<file path="src/rtl/hams_merge_sort_kway_merge_pkg.sv">
`default_nettype none
// ============================================================================
// hams_pkg : shared types and constants for the k-way merge consumer
// Revision : 1.0
// ============================================================================
package hams_pkg;

    typedef enum logic [1:0] {
        IDLE    = 2'd0,
        MERGE   = 2'd1,
        RUN_END = 2'd2
    } merge_state_e;

    localparam int HAMS_MERGE_MIN_DEPTH = 4;

endpackage
`default_nettype wire

</file>
<file path="src/rtl/hams_merge_lane_fifo.sv">
`default_nettype none
// ============================================================================
// hams_merge_lane_fifo : per-lane FIFO with first-word-fall-through head
// Revision : 1.0
// ============================================================================
module hams_merge_lane_fifo #(
    parameter int DEPTH      = 4,
    parameter int DATA_WIDTH = 32
) (
    input  logic                    clk,
    input  logic                    rst,
    input  logic                    clr_i,
    input  logic                    push_i,
    input  logic                    pop_i,
    input  logic [DATA_WIDTH-1:0]   data_i,
    output logic [DATA_WIDTH-1:0]   head_o,
    output logic [$clog2(DEPTH):0]  count_o,
    output logic                    full_o,
    output logic                    empty_o
);

    localparam int AW = $clog2(DEPTH);

    logic [DATA_WIDTH-1:0] mem_q [DEPTH];
    logic [AW-1:0]         wr_ptr_q;
    logic [AW-1:0]         rd_ptr_q;
    logic [AW:0]           count_q;
    logic                  push_en;
    logic                  pop_en;

    assign full_o  = (count_q == (AW+1)'(DEPTH));
    assign empty_o = (count_q == '0);
    assign count_o = count_q;
    assign head_o  = mem_q[rd_ptr_q];

    // A push into a full lane is dropped here; the top reports it as overflow.
    assign push_en = push_i && !full_o;
    assign pop_en  = pop_i && !empty_o;

    always_ff @(posedge clk) begin
        if (push_en) begin
            mem_q[wr_ptr_q] <= data_i;
        end
    end

    always_ff @(posedge clk or posedge rst) begin
        if (rst) begin
            wr_ptr_q <= '0;
            rd_ptr_q <= '0;
            count_q  <= '0;
        end else if (clr_i) begin
            wr_ptr_q <= '0;
            rd_ptr_q <= '0;
            count_q  <= '0;
        end else begin
            if (push_en) begin
                wr_ptr_q <= wr_ptr_q + 1'b1;
            end
            if (pop_en) begin
                rd_ptr_q <= rd_ptr_q + 1'b1;
            end
            case ({push_en, pop_en})
                2'b10:   count_q <= count_q + 1'b1;
                2'b01:   count_q <= count_q - 1'b1;
                default: count_q <= count_q;
            endcase
        end
    end

endmodule
`default_nettype wire

</file>
<file path="src/rtl/hams_merge_sort_kway_merge.sv">
`default_nettype none
// ============================================================================
// hams_merge_sort_kway_merge : NUM_MEM-way merge of sorted lane runs
// Revision : 1.0
// ============================================================================
module hams_merge_sort_kway_merge
    import hams_pkg::*;
#(
    parameter int NUM_MEM    = 4,
    parameter int DATA_WIDTH = 32,
    parameter int ADDR_WIDTH = 10,
    parameter int LANE_DEPTH = 4
) (
    input  logic                          clk,
    input  logic                          rst,
    input  logic                          start,
    input  logic                          pause,
    input  logic [ADDR_WIDTH:0]           run_len,
    input  logic                          in_push,
    input  logic [NUM_MEM*DATA_WIDTH-1:0] in_data,
    output logic                          in_full,
    input  logic                          out_full,
    output logic                          out_push,
    output logic [DATA_WIDTH-1:0]         out_data,
    output logic                          run_done,
    output logic                          busy,
    output logic                          overflow
);

    localparam int DEPTH = (LANE_DEPTH < HAMS_MERGE_MIN_DEPTH) ? HAMS_MERGE_MIN_DEPTH : LANE_DEPTH;
    localparam int CW    = $clog2(DEPTH) + 1;
    localparam int IW    = (NUM_MEM > 1) ? $clog2(NUM_MEM) : 1;
    localparam int RW    = ADDR_WIDTH + 1;

    merge_state_e          state_q;
    merge_state_e          state_d;
    logic [RW-1:0]         run_len_q;
    logic [RW-1:0]         cons_q [NUM_MEM];
    logic [RW-1:0]         cons_d [NUM_MEM];
    logic                  out_valid_q;
    logic [DATA_WIDTH-1:0] out_data_q;
    logic                  overflow_q;

    logic [NUM_MEM-1:0]    lane_push;
    logic [NUM_MEM-1:0]    lane_pop;
    logic [NUM_MEM-1:0]    lane_full;
    logic [NUM_MEM-1:0]    lane_empty;
    logic [NUM_MEM-1:0]    lane_exh;
    logic [NUM_MEM-1:0]    lane_hi;
    logic [DATA_WIDTH-1:0] lane_head [NUM_MEM];
    logic [CW-1:0]         lane_count [NUM_MEM];

    logic                  push_ok;
    logic                  sel_ready;
    logic                  any_live;
    logic                  sel_fire;
    logic                  all_done;
    logic [IW-1:0]         win_idx;
    logic [DATA_WIDTH-1:0] win_data;

    // Lanes take words in MERGE and RUN_END so the next run can prefetch.
    assign push_ok = in_push && !pause && !start && (state_q != IDLE);

    for (genvar g = 0; g < NUM_MEM; g++) begin : g_lane
        assign lane_push[g] = push_ok;
        assign lane_pop[g]  = sel_fire && (win_idx == IW'(g));
        assign lane_exh[g]  = (cons_q[g] == run_len_q);
        assign lane_hi[g]   = (lane_count[g] >= CW'(DEPTH - 2));

        hams_merge_lane_fifo #(
            .DEPTH      (DEPTH),
            .DATA_WIDTH (DATA_WIDTH)
        ) u_lane_fifo (
            .clk     (clk),
            .rst     (rst),
            .clr_i   (start),
            .push_i  (lane_push[g]),
            .pop_i   (lane_pop[g]),
            .data_i  (in_data[g*DATA_WIDTH +: DATA_WIDTH]),
            .head_o  (lane_head[g]),
            .count_o (lane_count[g]),
            .full_o  (lane_full[g]),
            .empty_o (lane_empty[g])
        );
    end

    // Ascending scan with strict less-than keeps ties on the lowest lane.
    always_comb begin
        sel_ready = 1'b1;
        any_live  = 1'b0;
        win_idx   = '0;
        win_data  = '0;
        for (int i = 0; i < NUM_MEM; i++) begin
            if (!lane_exh[i]) begin
                if (lane_empty[i]) begin
                    sel_ready = 1'b0;
                end
                if (!any_live || (lane_head[i] < win_data)) begin
                    win_idx  = IW'(i);
                    win_data = lane_head[i];
                end
                any_live = 1'b1;
            end
        end
    end

    assign sel_fire = (state_q == MERGE) && !pause && !out_full && !start
                      && sel_ready && any_live;

    always_comb begin
        all_done = 1'b1;
        for (int i = 0; i < NUM_MEM; i++) begin
            cons_d[i] = cons_q[i] + {{(RW-1){1'b0}}, lane_pop[i]};
            if (cons_d[i] != run_len_q) begin
                all_done = 1'b0;
            end
        end
    end

    always_comb begin
        state_d = state_q;
        if (start) begin
            state_d = MERGE;
        end else if (!pause) begin
            case (state_q)
                MERGE:   if (all_done) state_d = RUN_END;
                RUN_END: state_d = MERGE;
                default: state_d = state_q;
            endcase
        end
    end

    always_ff @(posedge clk or posedge rst) begin
        if (rst) begin
            state_q <= IDLE;
        end else begin
            state_q <= state_d;
        end
    end

    always_ff @(posedge clk or posedge rst) begin
        if (rst) begin
            run_len_q   <= '0;
            out_valid_q <= 1'b0;
            out_data_q  <= '0;
            overflow_q  <= 1'b0;
            for (int i = 0; i < NUM_MEM; i++) begin
                cons_q[i] <= '0;
            end
        end else if (start) begin
            run_len_q   <= run_len;
            out_valid_q <= 1'b0;
            overflow_q  <= 1'b0;
            for (int i = 0; i < NUM_MEM; i++) begin
                cons_q[i] <= '0;
            end
        end else if (!pause) begin
            out_valid_q <= sel_fire;
            if (sel_fire) begin
                out_data_q <= win_data;
            end
            if (|(lane_push & lane_full)) begin
                overflow_q <= 1'b1;
            end
            for (int i = 0; i < NUM_MEM; i++) begin
                cons_q[i] <= (state_q == RUN_END) ? '0 : cons_d[i];
            end
        end
    end

    assign out_push = out_valid_q && !pause;
    assign out_data = out_data_q;
    assign run_done = (state_q == RUN_END);
    assign busy     = (state_q != IDLE);
    assign overflow = overflow_q;
    assign in_full  = |lane_hi;

endmodule
`default_nettype wire

</file>
<file path="config.mk">
export PLATFORM = sky130hd
export DESIGN_NAME = hams_merge_sort_kway_merge
export DESIGN_NICKNAME = d
export VERILOG_FILES = /design/src/rtl/hams_merge_sort_kway_merge_pkg.sv /design/src/rtl/hams_merge_lane_fifo.sv /design/src/rtl/hams_merge_sort_kway_merge.sv
export SDC_FILE = /design/constraint.sdc
export NUM_CORES = 1
export LEC_CHECK = 0
export BUFFER_PORTS_ARGS = -buffer_cell sky130_fd_sc_hd__buf_4
export CAP_MARGIN = 15
export CORE_MARGIN = 2
export CORE_UTILIZATION = 55
export CTS_CLUSTER_SIZE = 12
export DETAILED_ROUTE_END_ITERATION = 16
export PLACE_DENSITY = 0.76
export SYNTH_ARGS = -nofsm -noshare
export SYNTH_HDL_FRONTEND = slang
export SYNTH_HIERARCHICAL = 1
export SYNTH_SLANG_ARGS = --single-unit
</file>
<file path="constraint.sdc">
create_clock -name clk -period 11.4 [get_ports clk]
set_input_delay 1.14 -clock clk [delete_from_list [all_inputs] [get_ports clk]]
set_output_delay 1.14 -clock clk [all_outputs]
set_load 0.005 [all_outputs]
</file>
### Word level (Yosys, flattened, before mapping)

Memory sizes are Yosys's and may differ from the RTL's.
Index checks and enable logic that the tools add are counted.

* divide/modulo/power cells: 0
* bitwise logic cells: 3
* eq/ne operators: 27
* reduce and logical (&&, ||, !) cells: 62
* shift-type cells: 0
* muxes and demuxes: 76
* $mul: 0
* add/sub/neg operators: 20
* magnitude comparators: 7

Operators by type and width (count)
* $mux 32: 7
* $lt 32x32->1: 3
* $mux 44: 2
* $mux 2: 23
* $add 11x1->11: 4
* $eq 11x11->1: 4
* $mux 11: 4
* $ne 11x11->1: 4
* $mux 1: 31
* $pmux 3 s2: 4
* $logic_and 1x1->1: 21
* $reduce_bool 2->1: 10
* $add 2x1->2 const B: 8
* $reduce_bool 3->1: 5
* $eq 2x2->1 const B: 7
* $logic_not 1->1: 13
* $add 3x1->3 const B: 4
* $eq 2x1->1 const B: 6
* $eq 3x3->1 const B: 4
* $ge 3x2->1 const B: 4
* $logic_not 3->1: 4
* $mux 3: 4
* $sub 3x1->3 const B: 4
* $reduce_or 4->1: 2
* other kinds (9): 13

* memories kept: 4
* output and inout port bits: 37
* latch bits: 0
* word-level logic and storage cells: 220
* register bits: 119
* input bits: 145
* bits in writable memories: 512
* ROM bits: 0

Memory list
* g_lane[0].u_lane_fifo.mem_q: depth 4, width 32, rd ports 1, clocked after Yosys merged registers in 0, write ports 1, RTL line hams_merge_lane_fifo.sv:24 `logic [DATA_WIDTH-1:0] mem_q [DEPTH];`
* g_lane[1].u_lane_fifo.mem_q: depth 4, width 32, rd ports 1, clocked after Yosys merged registers in 0, write ports 1, RTL line hams_merge_lane_fifo.sv:24
* g_lane[2].u_lane_fifo.mem_q: depth 4, width 32, rd ports 1, clocked after Yosys merged registers in 0, write ports 1, RTL line hams_merge_lane_fifo.sv:24
* g_lane[3].u_lane_fifo.mem_q: depth 4, width 32, rd ports 1, clocked after Yosys merged registers in 0, write ports 1, RTL line hams_merge_lane_fifo.sv:24

### Logic depth before layout (Yosys ltp)

Gate-level depths: netlist of the first run.

* depth after elaboration: 26
* mapped depth: 55
* mapped depth without buffers: 48

### Modules after synthesis

The synthesis of the first run kept the hierarchy.

By module, submodules not included
* hams_merge_lane_fifo: sequential area each 4018.9 um2, times used 4, area an instance 5233.8 um2, cells each 235
* hams_merge_sort_kway_merge: sequential area each 2277.2 um2, times used 1, area an instance 8917.3 um2, cells each 1041

### Least setup slack after synthesis of the first run

OpenSTA, ideal clock, no wires.

* kind: reg2reg
* start: register run_len_q[0]
* end: register state_q[0]
* data required time: 11.282 ns
* path slack: 0.679 ns
* clock period less this slack: 10.721 ns
* library setup time: 0.118 ns
* buffers on the path: 7
* stages on the path, launching flop included: 51
* data arrival time: 10.603 ns
* cell sequence: dfrtp_1 -> buf_4 -> xor2_1 -> nor4_2 -> nand3_1 -> clkbuf_1 -> clkbuf_1 -> nand2_1 -> ha_1 -> a21oi_1 -> o21ai_1 -> a221oi_1 -> a21boi_0 -> or4b_1 -> buf_4 -> clkbuf_1 -> a32oi_1 -> ha_1 -> [15 not listed] -> nor2_1 -> nor4_1 -> nand2_1 -> nor4_4 -> nor2_1 -> and3_1 -> ha_1 -> or4_1 -> nor2_1 -> a31oi_1 -> nor4_1 -> nand4_1 -> nor4b_1 -> nand2_1 -> nor3_1 -> nand3_1 -> a2111o_1 -> a21o_1

* elaborated cells on any way between the ends: 58
* classes of those cells: add/sub: 4; order compare: 3; eq/ne: 12; mux: 26; reduce/logical: 13

RTL lines
* from (decl): RTL line hams_merge_sort_kway_merge.sv:37 `logic [RW-1:0] run_len_q;`
* from (signal assigned): RTL line hams_merge_sort_kway_merge.sv:151 `run_len_q <= run_len;`
* $eq 11x11->1: RTL line hams_merge_sort_kway_merge.sv:67 `assign lane_exh[g] = (cons_q[g] == run_len_q);`
* $mux 32: RTL line hams_merge_sort_kway_merge.sv:94 `if (!lane_exh[i]) begin`
* $lt 32x32->1: RTL line hams_merge_sort_kway_merge.sv:98 `if (!any_live || (lane_head[i] < win_data)) begin`
* $logic_or 1x1->1: RTL line hams_merge_sort_kway_merge.sv:98
* $mux 32: RTL line hams_merge_sort_kway_merge.sv:98
* $mux 32: RTL line hams_merge_sort_kway_merge.sv:94
* $lt 32x32->1: RTL line hams_merge_sort_kway_merge.sv:98
* $logic_or 1x1->1: RTL line hams_merge_sort_kway_merge.sv:98
* [6 not listed]
* $eq 2x2->1: RTL line hams_merge_sort_kway_merge.sv:66 `assign lane_pop[g] = sel_fire && (win_idx == IW'(g));`
* $logic_and 1x1->1 (*): RTL line hams_merge_sort_kway_merge.sv:66
* via lane_pop[2]: RTL line hams_merge_sort_kway_merge.sv:45 `logic [NUM_MEM-1:0] lane_pop;`
* $add 11x1->11 (*): RTL line hams_merge_sort_kway_merge.sv:113 `cons_d[i] = cons_q[i] + {{(RW-1){1'b0}}, lane_pop[i]};`
* $ne 11x11->1 (*): RTL line hams_merge_sort_kway_merge.sv:114 `if (cons_d[i] != run_len_q) begin`
* $mux 1 (*) (2 in a row): RTL line hams_merge_sort_kway_merge.sv:114
* $ne 3x3->1 (no line) (*)
* $reduce_and 3->1 (no line) (*)
* to (signal assigned): RTL line hams_merge_sort_kway_merge.sv:137 `state_q <= state_d;`
* to (decl): RTL line hams_merge_sort_kway_merge.sv:35 `merge_state_e state_q;`

Mark *: on every way through the listed nets, which the timed path passes. The rest lies on a longest branch.
A chain may end at the register's enable or synchronous reset.

### Worst setup path in the final report of the first run

* start: register cons_q[34] (netlist name)
* end: register state_q[0]

* word-level cells in the longest chain between the ends: 24
* elaborated cells on any way between the ends: 55
* classes of those cells: add/sub: 4; order compare: 3; eq/ne: 9; mux: 26; reduce/logical: 13

Ends and longest elaborated chain
* from (decl): RTL line hams_merge_sort_kway_merge.sv:38 `logic [RW-1:0] cons_q [NUM_MEM];`
* from (signal, indexed assignment): RTL line hams_merge_sort_kway_merge.sv:166 `cons_q[i] <= (state_q == RUN_END) ? '0 : cons_d[i];`
* $eq 11x11->1 (*): RTL line hams_merge_sort_kway_merge.sv:67
* $mux 32: RTL line hams_merge_sort_kway_merge.sv:94
* $lt 32x32->1: RTL line hams_merge_sort_kway_merge.sv:98
* $logic_or 1x1->1: RTL line hams_merge_sort_kway_merge.sv:98
* $mux 32: RTL line hams_merge_sort_kway_merge.sv:98
* $mux 32: RTL line hams_merge_sort_kway_merge.sv:94
* $lt 32x32->1: RTL line hams_merge_sort_kway_merge.sv:98
* $logic_or 1x1->1: RTL line hams_merge_sort_kway_merge.sv:98
* [6 not listed]
* $logic_not 2->1: RTL line hams_merge_sort_kway_merge.sv:66
* $logic_and 1x1->1 (*): RTL line hams_merge_sort_kway_merge.sv:66
* via lane_pop[0]: RTL line hams_merge_sort_kway_merge.sv:45
* $add 11x1->11 (*): RTL line hams_merge_sort_kway_merge.sv:113
* $ne 11x11->1 (*): RTL line hams_merge_sort_kway_merge.sv:114
* $mux 1 (*) (4 in a row): RTL line hams_merge_sort_kway_merge.sv:114
* $ne 3x3->1 (no line) (*)
* $reduce_and 3->1 (no line) (*)

Marks and branches as above.

==> flow_summary.yaml, run 1 <==
sta:
  tightest_slew_ps: 1180
  finalCriticalPeriod_ps: 10940
  finalHoldViolations: 0
  drv_slew: 0
  finalCritPeriodShare_pct: 96.0
  tns_ps: 0
  slew_headroom_pct: 21.4
  fmax_ghz: 0.0914
  setup_viol_count_final: 0
  fin_hold_ws_ps: 494
  skew_ps: 34.0
critical_path:
  arrival_ps: 11430
  startpoint_type: "flip-flop"
  cpPeakStageDelay_ps: 610
  critPathKind: "flip-flop to flip-flop"
  endpoint_kind: "flip-flop"
  crit_required_ps: 11900
  cpMostUsedCell: "ha_1"
  critPathMaxFanout: 34
  slowest_stage: "or4b_4"
logic_synthesis:
  synth.area.top_cells: "edfxtp_1 52%, dfrtp_1 10%, mux4_2 9.7%"
  synth_commonest_cells: "512 x edfxtp_1, 136 x nand2_1, 128 x mux4_2"
  yosys.area_share.xor_xnor_pct: 2.76
  synth.cell_area_um2: 29900
  yosysWarnings: 6
  syn_avg_cell_area_um2: 15.1
  synth-async-reset-ratio_pct: 18.9
  synth_top_family_by_area: "multiplexers"
  synth_nets: 2247
  yosys.area_share.adder_pct: 5.17
  yosys.cell_count.top_type: "edfxtp_1"
  synth-compound-area-share_pct: 8.16
  synth-edff-count: 512
  synth_top_area_share_pct: 51.5
  ys_seq_area_share_pct: 61.5
  synthSimpleGateAreaFrac_pct: 7.43
  synthDistinctLibCells: 80
  ys_ff_latch: 631
  ys.flop_type: "edfxtp_1"
  syn_inst: 1981
  yosysTopAreaCell: "edfxtp_1"
  synth.mux.area_fraction_pct: 11.7
power_and_ir_drop:
  power_frac_comb_pct: 6.7
  switchingPower_w: 0.00113
  p_per_area_nw_per_um2: 146
  power_w: 0.00503
  p_clk_share_pct: 43.0
  switching_share_pct: 22.4
  leakagePower_nw: 12.7
  peakVddDrop_v: 0.000137
  internal_power_w: 0.00390
  sequentialPowerShare_pct: 50.4
final_layout:
  nets: 2450
  area_growth_pct: 15.4
  layout-drive-gt1-share_pct: 27.3
  fin_area_um2: 34400
placed_design:
  dpl_cell_area_um2: 31800
  gp_congestion: 0.937
  hpwl_um: 50500
  place.port_buffers: 181
route:
  first_pass_iters: 6
  vias: 18300
  viasPerCell: 6.25
  drc_errors: 0
  final_antenna_net_count: 0
  wl_per_cell_um: 25.6
  drt_iter0_drc: 2044
  wl_um: 75100
clocking:
  h-tree-depth: 3
  cts_made_buffers: 70
  clock-root-buffer: "clkbuf_16"
  clock_sinks: 631
  clock_latency_ps: 630
  ctsHoldBuffers: 0
  cts_max_path_buffers: 3
  clkTransAtPathRegs_ps: 60
  cts_tree: "built"
global_route:
  grt_pass1_vias: 18200
  grt_max_degree: 74
  track_usage_pct: 26.6
  grt-ovfl-total: 0
  antenna_found_initial: 3
  grt_first_pass_wirelength_um: 111000
run:
  maxCapViolCount: 0
die:
  fp.coreArea_um2: 53700
  initial_core_util_pct: 55.6
  die_w_um: 237
  die_h_um: 237
  rows: 85
  io-pin-count: 182
  die_area_um2: 56200
status:
  outcome: "finished, final reports clean"
min_path:
  min_path_type: "flip-flop to flip-flop"
power by group through the flow:
| stage | registers (W) | clock network, W | logic, W |
|---|---|---|---|
| 6_report | 0.00253 | 0.00216 | 0.000336 |
| 5_1_grt | 0.00253 | 0.00229 | 0.000362 |
| 4_1_cts | 0.00253 | 0.00220 | 0.000320 |
| 3_5_place_dp | 0.00258 | 0 | 0.000316 |
| 3_3_place_gp | 0.00258 | 0 | 0.000305 |
| 2_1_floorplan | 0.00257 | 0 | 0.000184 |
stage by stage:
step / utilization, % / setup slack (ps) / instances
floorplan: - / 679 / 1981
global placement: 59.1 / -112 / 2776
detailed placement: 59.1 / -311 / 2776
CTS: 63.2 / 25.7 / 2899
global route: 64.1 / -54.8 / 2932
finish: 64.1 / 461 / 2934
logic make-up (layout without fill, tap and decap cells):
logic type / count (synthesis) / in the layout
flip-flops: 631 / 631
AND/OR/NAND/NOR: 435 / 436
AO/OA/AOI/OAI: 339 / 339
multiplexers: 185 / 185
buffers and inverters: 176 / 429
adder cells (fa/ha/maj): 121 / 121
XOR/XNOR: 94 / 94
other: 0 / 3
final timing paths:
| check | startpoint | endpoint | slack [ps] | cells past startpoint |
|---|---|---|---|---|
| max reg2reg | cons_q[34]$_DFFE_PP0P_ | state_q[0]$_DFFE_PP0P_ | 460 | 44 |
| max in group asynchronous | rst | run_len_q[10]$_DFFE_PP0P_ | 9400 | 3 |
| max | cons_q[34]$_DFFE_PP0P_ | state_q[0]$_DFFE_PP0P_ | 460 | 44 |
| min | out_valid_q$_DFFE_PP0P_ | out_valid_q$_DFFE_PP0P_ | 490 | 1 |
| min in group asynchronous | rst | g_lane[1].u_lane_fifo/count_o[1]$_DFFE_PP0P_ | 560 | 2 |
| min reg2reg | out_valid_q$_DFFE_PP0P_ | out_valid_q$_DFFE_PP0P_ | 490 | 1 |
timing repair:
action                                 CTS  global route
endpoints found under the hold margin    0             0
resized for setup                        4            39
pin swaps                                0            13
cloned                                   0             2
setup endpoints to repair                2             5
buffers inserted                         0            30
routing by layer:
layer | part of all wire, % | track usage, %
met5 | 0.017 | 0
met3 | 7.1 | 5.75
met1 | 38 | 33.4
met4 | 3.8 | 11.0
met2 | 51 | 44.9
state kept, by name, indices dropped and copies added, names as in the netlist:
signal	cells
overflow	1
cons_q	44
g_lane.u_lane_fifo/wr_ptr_q	8
g_lane.u_lane_fifo/count_o	12
state_q	2
out_data	32
run_len_q	11
g_lane.u_lane_fifo/rd_ptr_q	8
g_lane.u_lane_fifo/mem_q	512
out_valid_q	1
worst max-delay path, delay by kind of cell (launching register included):
| family | cells | cell delay [ps] |
|---|---|---|
| AND/OR/NAND/NOR | 21 | 4870 |
| AO/OA/AOI/OAI | 10 | 2320 |
| adder cells (fa/ha/maj) | 5 | 1390 |
| buffers and inverters | 5 | 930 |
| flip-flops | 1 | 440 |
| XOR/XNOR | 2 | 420 |
| multiplexers | 1 | 420 |
placed cells by master (no fill, tap or decap), types with 6 or more instances in the layout:
| cell | synthesis | routed |
|---|---|---|
| xnor2_1 | 28 | 28 |
| a32oi_1 | 16 | 10 |
| nand4_1 | 20 | 20 |
| o21ai_0 | 81 | 80 |
| nor4_1 | 13 | 12 |
| a211oi_1 | 6 | 6 |
| nor2b_1 | 10 | 9 |
| buf_4 | 10 | 241 |
| xor2_1 | 66 | 64 |
| and3_1 | 19 | 18 |
| o22ai_1 | 9 | 9 |
| o22ai_2 | 28 | 28 |
| a21oi_1 | 65 | 65 |
| and3_2 | 16 | 17 |
| nand2_1 | 136 | 135 |
| clkbuf_16 | 0 | 72 |
| a21o_1 | 16 | 16 |
| nor2_1 | 82 | 81 |
| buf_12 | 0 | 8 |
| dfrtp_1 | 119 | 113 |
| clkinv_1 | 0 | 7 |
| o21a_1 | 24 | 24 |
| edfxtp_1 | 512 | 512 |
| o31ai_1 | 11 | 10 |
| a32oi_2 | 0 | 6 |
| nand3_1 | 48 | 47 |
| ha_1 | 117 | 117 |
| clkbuf_1 | 38 | 27 |
| clkinv_2 | 0 | 6 |
| or2_2 | 10 | 10 |
| nor3_1 | 18 | 13 |
| inv_1 | 49 | 48 |
| mux2_2 | 19 | 20 |
| mux2i_1 | 33 | 33 |
| o21ai_2 | 8 | 8 |
| a22o_1 | 12 | 12 |
| nand2b_1 | 14 | 14 |
| mux4_2 | 128 | 128 |
| o41ai_1 | 6 | 6 |
cell type report:
| cell class | count | area (µm²) |
|---|---|---|
| well taps | 696 | 871 |
| diodes | 3 | 7.51 |
| fillers | 3696 | 19300 |
| clock inverters | 23 | 288 |
| clock buffers | 100 | 1910 |
| inverters | 53 | 250 |
| flip-flops and latches | 631 | 18400 |
| repair buffers | 253 | 2030 |
| multi-input cells | 1175 | 10700 |
(Power assumes the default switching activity.)
==> run 2: changes to the inputs <==
--- a/config.mk
+++ b/config.mk
@@ -12,6 +12,7 @@
 export CTS_CLUSTER_SIZE = 12
 export DETAILED_ROUTE_END_ITERATION = 16
 export PLACE_DENSITY = 0.76
+export RECOVER_POWER = 100
 export SYNTH_ARGS = -nofsm -noshare
 export SYNTH_HDL_FRONTEND = slang
 export SYNTH_HIERARCHICAL = 1
==> flow_summary.yaml, run 2 (synthesis results as in run 1) <==
route:
  drt_iter0_drc: 1867
  drc_errors: 0
  wl_per_cell_um: 25.6
  wl_um: 75100
  vias: 18400
  final_antenna_net_count: 0
  first_pass_iters: 5
  viasPerCell: 6.28
critical_path:
  endpoint_kind: "flip-flop"
  reg2reg_depth: 46
  r2r-end: "state_q[0]$_DFFE_PP0P_"
  critPathKind: "flip-flop to flip-flop"
  rrSetupSlack_ps: 420
  cpMostUsedCell: "ha_1"
  path_buf_inv: 5
  cp-startpoint: "cons_q[34]$_DFFE_PP0P_"
  slowest_stage: "or4_1"
  crit_required_ps: 11890
  path_delay_family: "simple AND/OR/NAND/NOR gates"
  critPathMaxFanout: 34
  arrival_ps: 11480
  startpoint_type: "flip-flop"
  reg2reg_from: "cons_q[34]$_DFFE_PP0P_"
  cpPeakStageDelay_ps: 590
sta:
  finalCriticalPeriod_ps: 10980
  slew_headroom_pct: -130
  finalCritPeriodShare_pct: 96.4
  finalHoldViolations: 0
  skew_ps: 34.6
  fmax_ghz: 0.0910
  setup_viol_count_final: 0
  tightest_slew_ps: 3450
  drv_slew: 747
  tns_ps: 0
min_path:
  min_path_type: "flip-flop to flip-flop"
  worstHoldPathCells: 1
  min_from: "out_valid_q$_DFFE_PP0P_"
  holdPathEnd: "out_valid_q$_DFFE_PP0P_"
final_layout:
  nets: 2450
  layout_common_cells: "512 x edfxtp_1, 165 x clkbuf_1, 135 x nand2_1, 128 x mux4_2, 117 x ha_1"
  fin_util_pct: 63.1
  largest-register: "g_lane.u_lane_fifo/mem_q"
  layout-drive-gt1-share_pct: 19.9
  largest_register_ffs: 512
  final_common_cell: "edfxtp_1"
  area_growth_pct: 13.5
power_and_ir_drop:
  peakVddDrop_v: 0.000136
  p_clk_share_pct: 43.1
  power_frac_comb_pct: 6.3
  sequentialPowerShare_pct: 50.6
  switching_share_pct: 22.4
  internal_power_w: 0.00388
  leakagePower_nw: 12.1
  switchingPower_w: 0.00112
  p_per_area_nw_per_um2: 148
placed_design:
  gp_congestion: 0.937
  hpwl_um: 50500
  place.port_buffers: 181
die:
  die_h_um: 237
  fp.coreArea_um2: 53700
  die_w_um: 237
  rows: 85
  die_area_um2: 56200
  initial_core_util_pct: 55.6
  io-pin-count: 182
clocking:
  clock-root-buffer: "clkbuf_16"
  cts_max_path_buffers: 3
  clkTransAtPathRegs_ps: 60
  clock_sinks: 631
  clock_latency_ps: 630
  cts_tree: "built"
  h-tree-depth: 3
  cts_made_buffers: 70
  ctsHoldBuffers: 0
global_route:
  grt-ovfl-total: 0
  grt_first_pass_wirelength_um: 111000
  grt_max_degree: 74
  grt_pass1_vias: 18200
  antenna_found_initial: 4
  track_usage_pct: 26.6
run:
  maxCapViolCount: 20
status:
  outcome: "complete, but fails checks"
  violations: "capacitance limit, slew limit"
-- run 2: layout make-up --
cell class | instances | area [µm²]
clock buffers | 100 | 1910
well taps | 696 | 871
fillers | 3883 | 19800
inverters | 53 | 250
multi-input cells | 1175 | 10700
diodes | 2 | 5.00
clock inverters | 23 | 288
repair buffers | 253 | 1500
flip-flops and latches | 631 | 18400
-- run 2: worst max path at each step --
stage,end,depth (start not counted)
floorplan,state_q[0]$_DFFE_PP0P_,50
global placement,state_q[0]$_DFFE_PP0P_,41
detailed placement,state_q[0]$_DFFE_PP0P_,43
CTS,state_q[0]$_DFFE_PP0P_,45
global route,state_q[0]$_DFFE_PP0P_,47
finish,state_q[0]$_DFFE_PP0P_,46
-- run 2: power groups by stage --
stage               registers, W  clock network, W  logic [W]
floorplan                0.00257                 0   0.000184
global placement         0.00258                 0   0.000305
detailed placement       0.00258                 0   0.000316
CTS                      0.00253           0.00220   0.000320
global route             0.00253           0.00228   0.000342
finish                   0.00253           0.00216   0.000317
-- run 2: layer usage --
metal	part of all wire (%)	track usage (%)	vias to the layer above
met4	4.1	11.0	6
li1	-	-	8105
met3	7.2	5.75	158
met5	0.056	0	-
met2	51	44.9	772
met1	38	33.4	9370
-- run 2: stage by stage --
stage | instance area [µm²] | cells | setup WS (ps) | hold WS [ps] | total power, W
floorplan | 29900 | 1981 | 679 | 442 | 0.00276
global placement | 31800 | 2776 | -112 | 456 | 0.00288
detailed placement | 31800 | 2776 | -311 | 473 | 0.00289
CTS | 34000 | 2899 | 25.7 | 487 | 0.00505
global route | 33900 | 2932 | -54.9 | 515 | 0.00516
finish | 33900 | 2933 | 416 | 490 | 0.00501
-- run 2: what timing repair did --
action / in CTS / in global routing
gates resized for setup: 4 / 39
cloned: 0 / 2
pin swaps: 0 / 13
buffers inserted: 0 / 30
endpoints found under the setup margin: 2 / 5
-- run 2: worst register-to-register path, delay by kind of cell, from the launching register on --
kind,cells,cell delay (ps)
flip-flops,1,450
buffers and inverters,5,1000
AO/OA/AOI/OAI,14,3030
XOR/XNOR,2,490
AND/OR/NAND/NOR,20,4300
adder cells (fa/ha/maj),4,1170
multiplexers,1,440
